$ cat src/rtl/regfile_pkg.sv
// Shared constants and types for the multi-port register file.
package regfile_pkg;

  localparam int REG_WIDTH = 32;
  localparam int REG_NUM   = 32;

  // Architectural zero register; reads as 0, writes and pending marks discarded.
  localparam int unsigned REG_ZERO = 0;

  typedef enum logic [0:0] {
    CLR_IDLE   = 1'b0,
    CLR_ACTIVE = 1'b1
  } clr_state_e;

endpackage

$ cat src/rtl/reg_file_mp_rdport.sv
// One read port: zero-register mux and, with REG_FILE_MP_BYPASS_EN, same-cycle
// write-to-read forwarding (port 1 over port 0).
module reg_file_mp_rdport
  import regfile_pkg::*;
#(
  parameter int WIDTH = REG_WIDTH,
  parameter int AW    = 5
) (
  input  logic [AW-1:0]    raddr_i,
  input  logic [WIDTH-1:0] rf_data_i,
  input  logic             sb_bit_i,
  input  logic             fwd_en_i,
  input  logic             we0_i,
  input  logic [AW-1:0]    waddr0_i,
  input  logic [WIDTH-1:0] wdata0_i,
  input  logic             we1_i,
  input  logic [AW-1:0]    waddr1_i,
  input  logic [WIDTH-1:0] wdata1_i,
  input  logic             sb_set_i,
  input  logic [AW-1:0]    sb_addr_i,
  output logic [WIDTH-1:0] rdata_o,
  output logic             rbusy_o
);

`ifdef REG_FILE_MP_BYPASS_EN
  logic hit0_s;
  logic hit1_s;
  logic set_hit_s;

  assign hit0_s    = fwd_en_i && we0_i && (waddr0_i == raddr_i);
  assign hit1_s    = fwd_en_i && we1_i && (waddr1_i == raddr_i);
  assign set_hit_s = sb_set_i && (sb_addr_i == raddr_i);

  // A forwarded write retires the pending mark unless a new producer claims the register.
  always_comb begin
    rdata_o = rf_data_i;
    rbusy_o = sb_bit_i;
    if (raddr_i == AW'(REG_ZERO)) begin
      rdata_o = '0;
      rbusy_o = 1'b0;
    end else if (hit1_s) begin
      rdata_o = wdata1_i;
      rbusy_o = set_hit_s ? sb_bit_i : 1'b0;
    end else if (hit0_s) begin
      rdata_o = wdata0_i;
      rbusy_o = set_hit_s ? sb_bit_i : 1'b0;
    end else begin
      rdata_o = rf_data_i;
      rbusy_o = sb_bit_i;
    end
  end
`else
  logic unused_s;
  assign unused_s = ^{fwd_en_i, we0_i, waddr0_i, wdata0_i, we1_i, waddr1_i,
                      wdata1_i, sb_set_i, sb_addr_i};

  // Committed state only.
  always_comb begin
    rdata_o = rf_data_i;
    rbusy_o = sb_bit_i;
    if (raddr_i == AW'(REG_ZERO)) begin
      rdata_o = '0;
      rbusy_o = 1'b0;
    end else begin
      rdata_o = rf_data_i;
      rbusy_o = sb_bit_i;
    end
  end
`endif

endmodule

$ cat src/rtl/reg_file_mp.sv
// Multi-port register file with prioritised writes, pending scoreboard and a
// sequenced soft-clear engine. Optional forwarding: REG_FILE_MP_BYPASS_EN.
module reg_file_mp
  import regfile_pkg::*;
#(
  parameter  int WIDTH = REG_WIDTH,
  parameter  int NREG  = REG_NUM,
  parameter  int NRD   = 2,
  localparam int AW    = $clog2(NREG)
) (
  input  logic                 clk,
  input  logic                 rst,
  input  logic [NRD*AW-1:0]    raddr,
  output logic [NRD*WIDTH-1:0] rdata,
  output logic [NRD-1:0]       rbusy,
  input  logic                 we0,
  input  logic [AW-1:0]        waddr0,
  input  logic [WIDTH-1:0]     wdata0,
  input  logic                 we1,
  input  logic [AW-1:0]        waddr1,
  input  logic [WIDTH-1:0]     wdata1,
  input  logic                 sb_set,
  input  logic [AW-1:0]        sb_addr,
  input  logic                 clr_req,
  output logic                 clr_busy
);

  if (NRD < 1 || NRD > 4) begin : g_nrd_check
    $error("reg_file_mp: NRD must be in 1..4");
  end
  if (NREG < 4 || (NREG & (NREG - 1)) != 0) begin : g_nreg_check
    $error("reg_file_mp: NREG must be a power of two >= 4");
  end

  clr_state_e       state_q, state_d;
  logic [AW-1:0]    cnt_q, cnt_d;
  logic [WIDTH-1:0] regs_q [NREG];
  logic [WIDTH-1:0] regs_d [NREG];
  logic [NREG-1:0]  sb_q, sb_d;
  logic             clr_busy_q;

  logic idle_s, clr_start_s, wr0_s, wr1_s, set_s;

  assign idle_s      = (state_q == CLR_IDLE);
  assign clr_start_s = idle_s && clr_req;
  assign wr0_s       = idle_s && we0 && (waddr0 != AW'(REG_ZERO));
  assign wr1_s       = idle_s && we1 && (waddr1 != AW'(REG_ZERO));
  assign set_s       = idle_s && sb_set && (sb_addr != AW'(REG_ZERO));
  assign clr_busy    = clr_busy_q;

  // Clear sequencer: walk cnt from 1 to NREG-1, one register per cycle.
  always_comb begin
    state_d = state_q;
    cnt_d   = cnt_q;
    case (state_q)
      CLR_IDLE: begin
        if (clr_req) begin
          state_d = CLR_ACTIVE;
          cnt_d   = AW'(1);
        end else begin
          state_d = CLR_IDLE;
          cnt_d   = cnt_q;
        end
      end
      CLR_ACTIVE: begin
        if (cnt_q == AW'(NREG - 1)) begin
          state_d = CLR_IDLE;
          cnt_d   = cnt_q;
        end else begin
          state_d = CLR_ACTIVE;
          cnt_d   = cnt_q + AW'(1);
        end
      end
      default: begin
        state_d = CLR_IDLE;
        cnt_d   = '0;
      end
    endcase
  end

  // Register and scoreboard next state; port 1 beats port 0, a new producer beats retirement.
  always_comb begin
    for (int i = 0; i < NREG; i++) begin
      if (i == 0) begin
        regs_d[i] = '0;
        sb_d[i]   = 1'b0;
      end else begin
        if (!idle_s && cnt_q == AW'(i)) begin
          regs_d[i] = '0;
        end else if (wr1_s && waddr1 == AW'(i)) begin
          regs_d[i] = wdata1;
        end else if (wr0_s && waddr0 == AW'(i)) begin
          regs_d[i] = wdata0;
        end else begin
          regs_d[i] = regs_q[i];
        end

        if (clr_start_s) begin
          sb_d[i] = 1'b0;
        end else if (set_s && sb_addr == AW'(i)) begin
          sb_d[i] = 1'b1;
        end else if ((wr0_s && waddr0 == AW'(i)) || (wr1_s && waddr1 == AW'(i))) begin
          sb_d[i] = 1'b0;
        end else begin
          sb_d[i] = sb_q[i];
        end
      end
    end
  end

  // State registers with synchronous reset overriding any in-flight clear.
  always_ff @(posedge clk) begin
    if (rst) begin
      state_q    <= CLR_IDLE;
      cnt_q      <= '0;
      sb_q       <= '0;
      clr_busy_q <= 1'b0;
      for (int i = 0; i < NREG; i++) begin
        regs_q[i] <= '0;
      end
    end else begin
      state_q    <= state_d;
      cnt_q      <= cnt_d;
      sb_q       <= sb_d;
      clr_busy_q <= (state_d == CLR_ACTIVE);
      for (int i = 0; i < NREG; i++) begin
        regs_q[i] <= regs_d[i];
      end
    end
  end

  for (genvar k = 0; k < NRD; k++) begin : g_rd
    reg_file_mp_rdport #(
      .WIDTH(WIDTH),
      .AW   (AW)
    ) u_rdport (
      .raddr_i  (raddr[k*AW +: AW]),
      .rf_data_i(regs_q[raddr[k*AW +: AW]]),
      .sb_bit_i (sb_q[raddr[k*AW +: AW]]),
      .fwd_en_i (idle_s),
      .we0_i    (we0),
      .waddr0_i (waddr0),
      .wdata0_i (wdata0),
      .we1_i    (we1),
      .waddr1_i (waddr1),
      .wdata1_i (wdata1),
      .sb_set_i (sb_set),
      .sb_addr_i(sb_addr),
      .rdata_o  (rdata[k*WIDTH +: WIDTH]),
      .rbusy_o  (rbusy[k])
    );
  end

endmodule
$ cat config.mk
export PLATFORM = sky130hd
export DESIGN_NAME = reg_file_mp
export DESIGN_NICKNAME = d
export VERILOG_FILES = /design/src/rtl/regfile_pkg.sv /design/src/rtl/reg_file_mp_rdport.sv /design/src/rtl/reg_file_mp.sv
export SDC_FILE = /design/constraint.sdc
export NUM_CORES = 2
export LEC_CHECK = 0
export ABC_AREA = 1
export CORE_UTILIZATION = 40
export CTS_CLUSTER_SIZE = 16
export DETAILED_ROUTE_END_ITERATION = 6
export PLACE_DENSITY_LB_ADDON = 0.2
export SLEW_MARGIN = 40
export SYNTH_ARGS = -nofsm -noshare
export SYNTH_HDL_FRONTEND = slang
export SYNTH_SLANG_ARGS = --single-unit
$ cat constraint.sdc
create_clock -name clk -period 4.4 [get_ports clk]
set_input_delay 0.88 -clock clk [delete_from_list [all_inputs] [get_ports clk]]
set_output_delay 0.88 -clock clk [all_outputs]
set_load 0.02 [all_outputs]
==> flow_summary.toml <==
[status]
status = "finished with violations"
violations = "design-rule violations, negative setup slack"

[setup_path]
arrival_ps = 3530
cp_num_cells = 11
rrSetupSlack_ps = 1290
r2r_cells = 7
cpMaxStageDelayCell = "nand2_1"
crit_path_frequent_cell = "nand2_1"
slowest_delay_ps = 550
startpoint_type = "primary input"
r2r_end = "regs_q[22][3]"
endpoint_kind = "output port"
worstPathRequired_ps = 3520
crit_buf_inv = 4
crit_type = "primary input to output port"
cp_cell_sequence = "buf_8 > buf_12 > buf_4 > nand2_1 > nand3_1 > nand3_1 > nand3_1 > nand2_1 > nand2_1 > nand2_1 > buf_4"
r2r-start = "clr_busy"
crit_fanout = 76
cp_top_family = "simple AND/OR/NAND/NOR gates"

[floorplan]
fp-row-count = 152
fp.dieH_um = 417
pin_count = 162
die_w_um = 417
dieArea_sq_um = 174000
core_area_sq_um = 172000
start_util = 0.402

[route]
antenna_left = 0
vias = 76200
dr.first_iter.drc_count = 13800
drt_wl_total_um = 370000
first_pass_iters = 7
via_per_inst = 6.47
detail_route.wl_per_cell_um = 31.4
post-route-drc-count = 8

[logic_synthesis]
synthArstFlopShare = 0
synth_top_area_frac = 0.432
ys_ff_latch = 1029
synth-seq-area-share = 0.442
syn_area_per_cell_sq_um = 7.12
yosys-top-cells-area = "edfxtp_1, nand2_1, nand3_1"
ys_warn_count = 0
yosysMostFrequentCell = "nand2_1"
synth.net_count = 9795
synth_common_cells = "nand2_1, nand3_1, a21oi_1"
ys.flop_type = "edfxtp_1"
synth_edf_count = 992
synth_top_area_cell = "edfxtp_1"
synth_cells = 9694
syn-cell-area_sq_um = 69000
yosysUniqueCellTypes = 33

[min_path]
holdPathEnd = "sb_q[17]"
hold_path_startpoint = "sb_q[17]"
hold_depth = 2
hold_class = "flip-flop to flip-flop"

[global_route]
grt_pass1_vias = 70300
track_usage = 0.412
grt.overflow.total = 0
antenna_found_initial = 19
grt_pass1_wl_um = 517000
grt_start_max_net_pins = 124

[cells_and_area]
multiInputGateArea_sq_um = 31900
finish.utilization = 0.455
regArea_sq_um = 30500
syn_to_final_growth_pct = 13.1
fillers = 17100
nets = 9455
drive_gt1_frac = 0.0805

[cts]
hold_buffers = 0
cts_buffer_depth = 3
htreeDepth = 3
cts.repair.resized = 0
cts-root-buf = "clkbuf_16"
post_cts_buffers = 0
cts_made_buffers = 120
cts.clk_slew.worst_paths_ps = 60
clkSinkCount = 1029
clk-insertion-delay-late_ps = 810
cts_tree = "yes"

[sta]
finalHoldViolCount = 0
fin_worst_skew_ps = 28.2
finalSetupTns_ps = -11.9
min_period_ps = 4410
grt_setup_unrepaired = "no"
relSlewSlack = 0.370
worstMarginPinSlew_ps = 945
setup_slack_ps = -11.9
finalCritPeriodShare = 1.00
fmax_mhz = 227
setup_viol = 1
slew_violations = 0
hold_slack_ps = 462

[pwr]
pwr_density_cell_nw_per_um2 = 347
power.leakage_uw = 0.0321
vdd_drop_max_uv = 343

[place]
routabilityCongestion = 1.02
portBuffers = 161
hpwl_um = 219000

[flow_run]
drv_cap = 0
[worst max path at each step]
stage	startpoint	end	slack, ps
6_report	raddr[0]	rdata[10]	-10
5_1_grt	raddr[0]	rdata[10]	70
4_1_cts	raddr[0]	rdata[25]	290
3_5_place_dp	raddr[0]	rdata[25]	300
3_3_place_gp	raddr[6]	rdata[54]	130
2_1_floorplan	waddr1[2]	regs_q[6][0]	1210
[per-layer routing]
layer,vias up,share of wire,global-route usage
li1,32200,-,-
met2,6967,0.41,0.589
met4,10,0.093,0.322
met5,-,0.00028,0
met3,1633,0.15,0.115
met1,35400,0.35,0.522
[kinds of logic (layout without fill, tap and decap cells)]
family / count (synthesis) / after routing / synth area share
AO/OA/AOI/OAI: 1802 / 1802 / 0.132
adder cells (fa/ha/maj): 6 / 6 / 0.00109
buffers and inverters: 1746 / 1512 / 0.101
flip-flops: 1029 / 1029 / 0.442
other: 0 / 7 / 0
AND/OR/NAND/NOR: 5111 / 5111 / 0.324
[flip-flops by register name, indices dropped and copies added (netlist names)]
signal	cells
regs_q	992
cnt_q	5
sb_q	31
clr_busy	1
[stage by stage]
step | total power, uW | cell area (sq um) | worst slack [ps] | std cells
after floorplan | 14300 | 69000 | 1210 | 9694
after global placement | 16600 | 74000 | 129 | 11500
after detailed placement | 16600 | 74100 | 300 | 11500
after CTS | 26800 | 78000 | 294 | 11800
after global routing | 27700 | 78100 | 67.9 | 11800
final | 27100 | 78100 | -11.9 | 11800
[cell usage in the layout, fill, tap and decap left out, types with 12 or more instances in the layout]
master and n:
buf_12 120, o21ai_0 501, clkdlybuf4s50_1 123, nand3_2 27, a21oi_2 26, nand4_1 352, nand2_1 2752, clkinv_2 32
inv_1 669, nor2_4 22, clkbuf_1 20, nand3_1 1712, clkbuf_16 122, a21oi_1 1243, nor2_1 203, dfxtp_1 37
bufinv_16 12, clkinv_1 56, nand2_2 32, o21ai_1 25, edfxtp_1 992, buf_2 14, buf_4 286, inv_2 20
[final cells by class]
class / instances / area share
Tap cell: 2310 / 0.0370
Clock inverter: 83 / 0.00965
Clock buffer: 145 / 0.0406
Antenna cell: 7 / 0.000224
Timing Repair Buffer: 557 / 0.0772
Inverter: 727 / 0.0355
Multi-Input combinational cell: 6919 / 0.409
Sequential cell: 1029 / 0.391
[worst min-delay path: stages (launching register included)]
cell and delay (ps):
dfxtp_1 310, nand2_1 60, a21oi_1 50
[where the power goes]
group,internal (uW),switching [uW],total (uW),leakage (uW)
logic,1370,3800,5170,0.0197
registers,11300,212,11500,0.0105
clock network,5810,4630,10400,0.00192
Power figures use the tool's default switching activity.
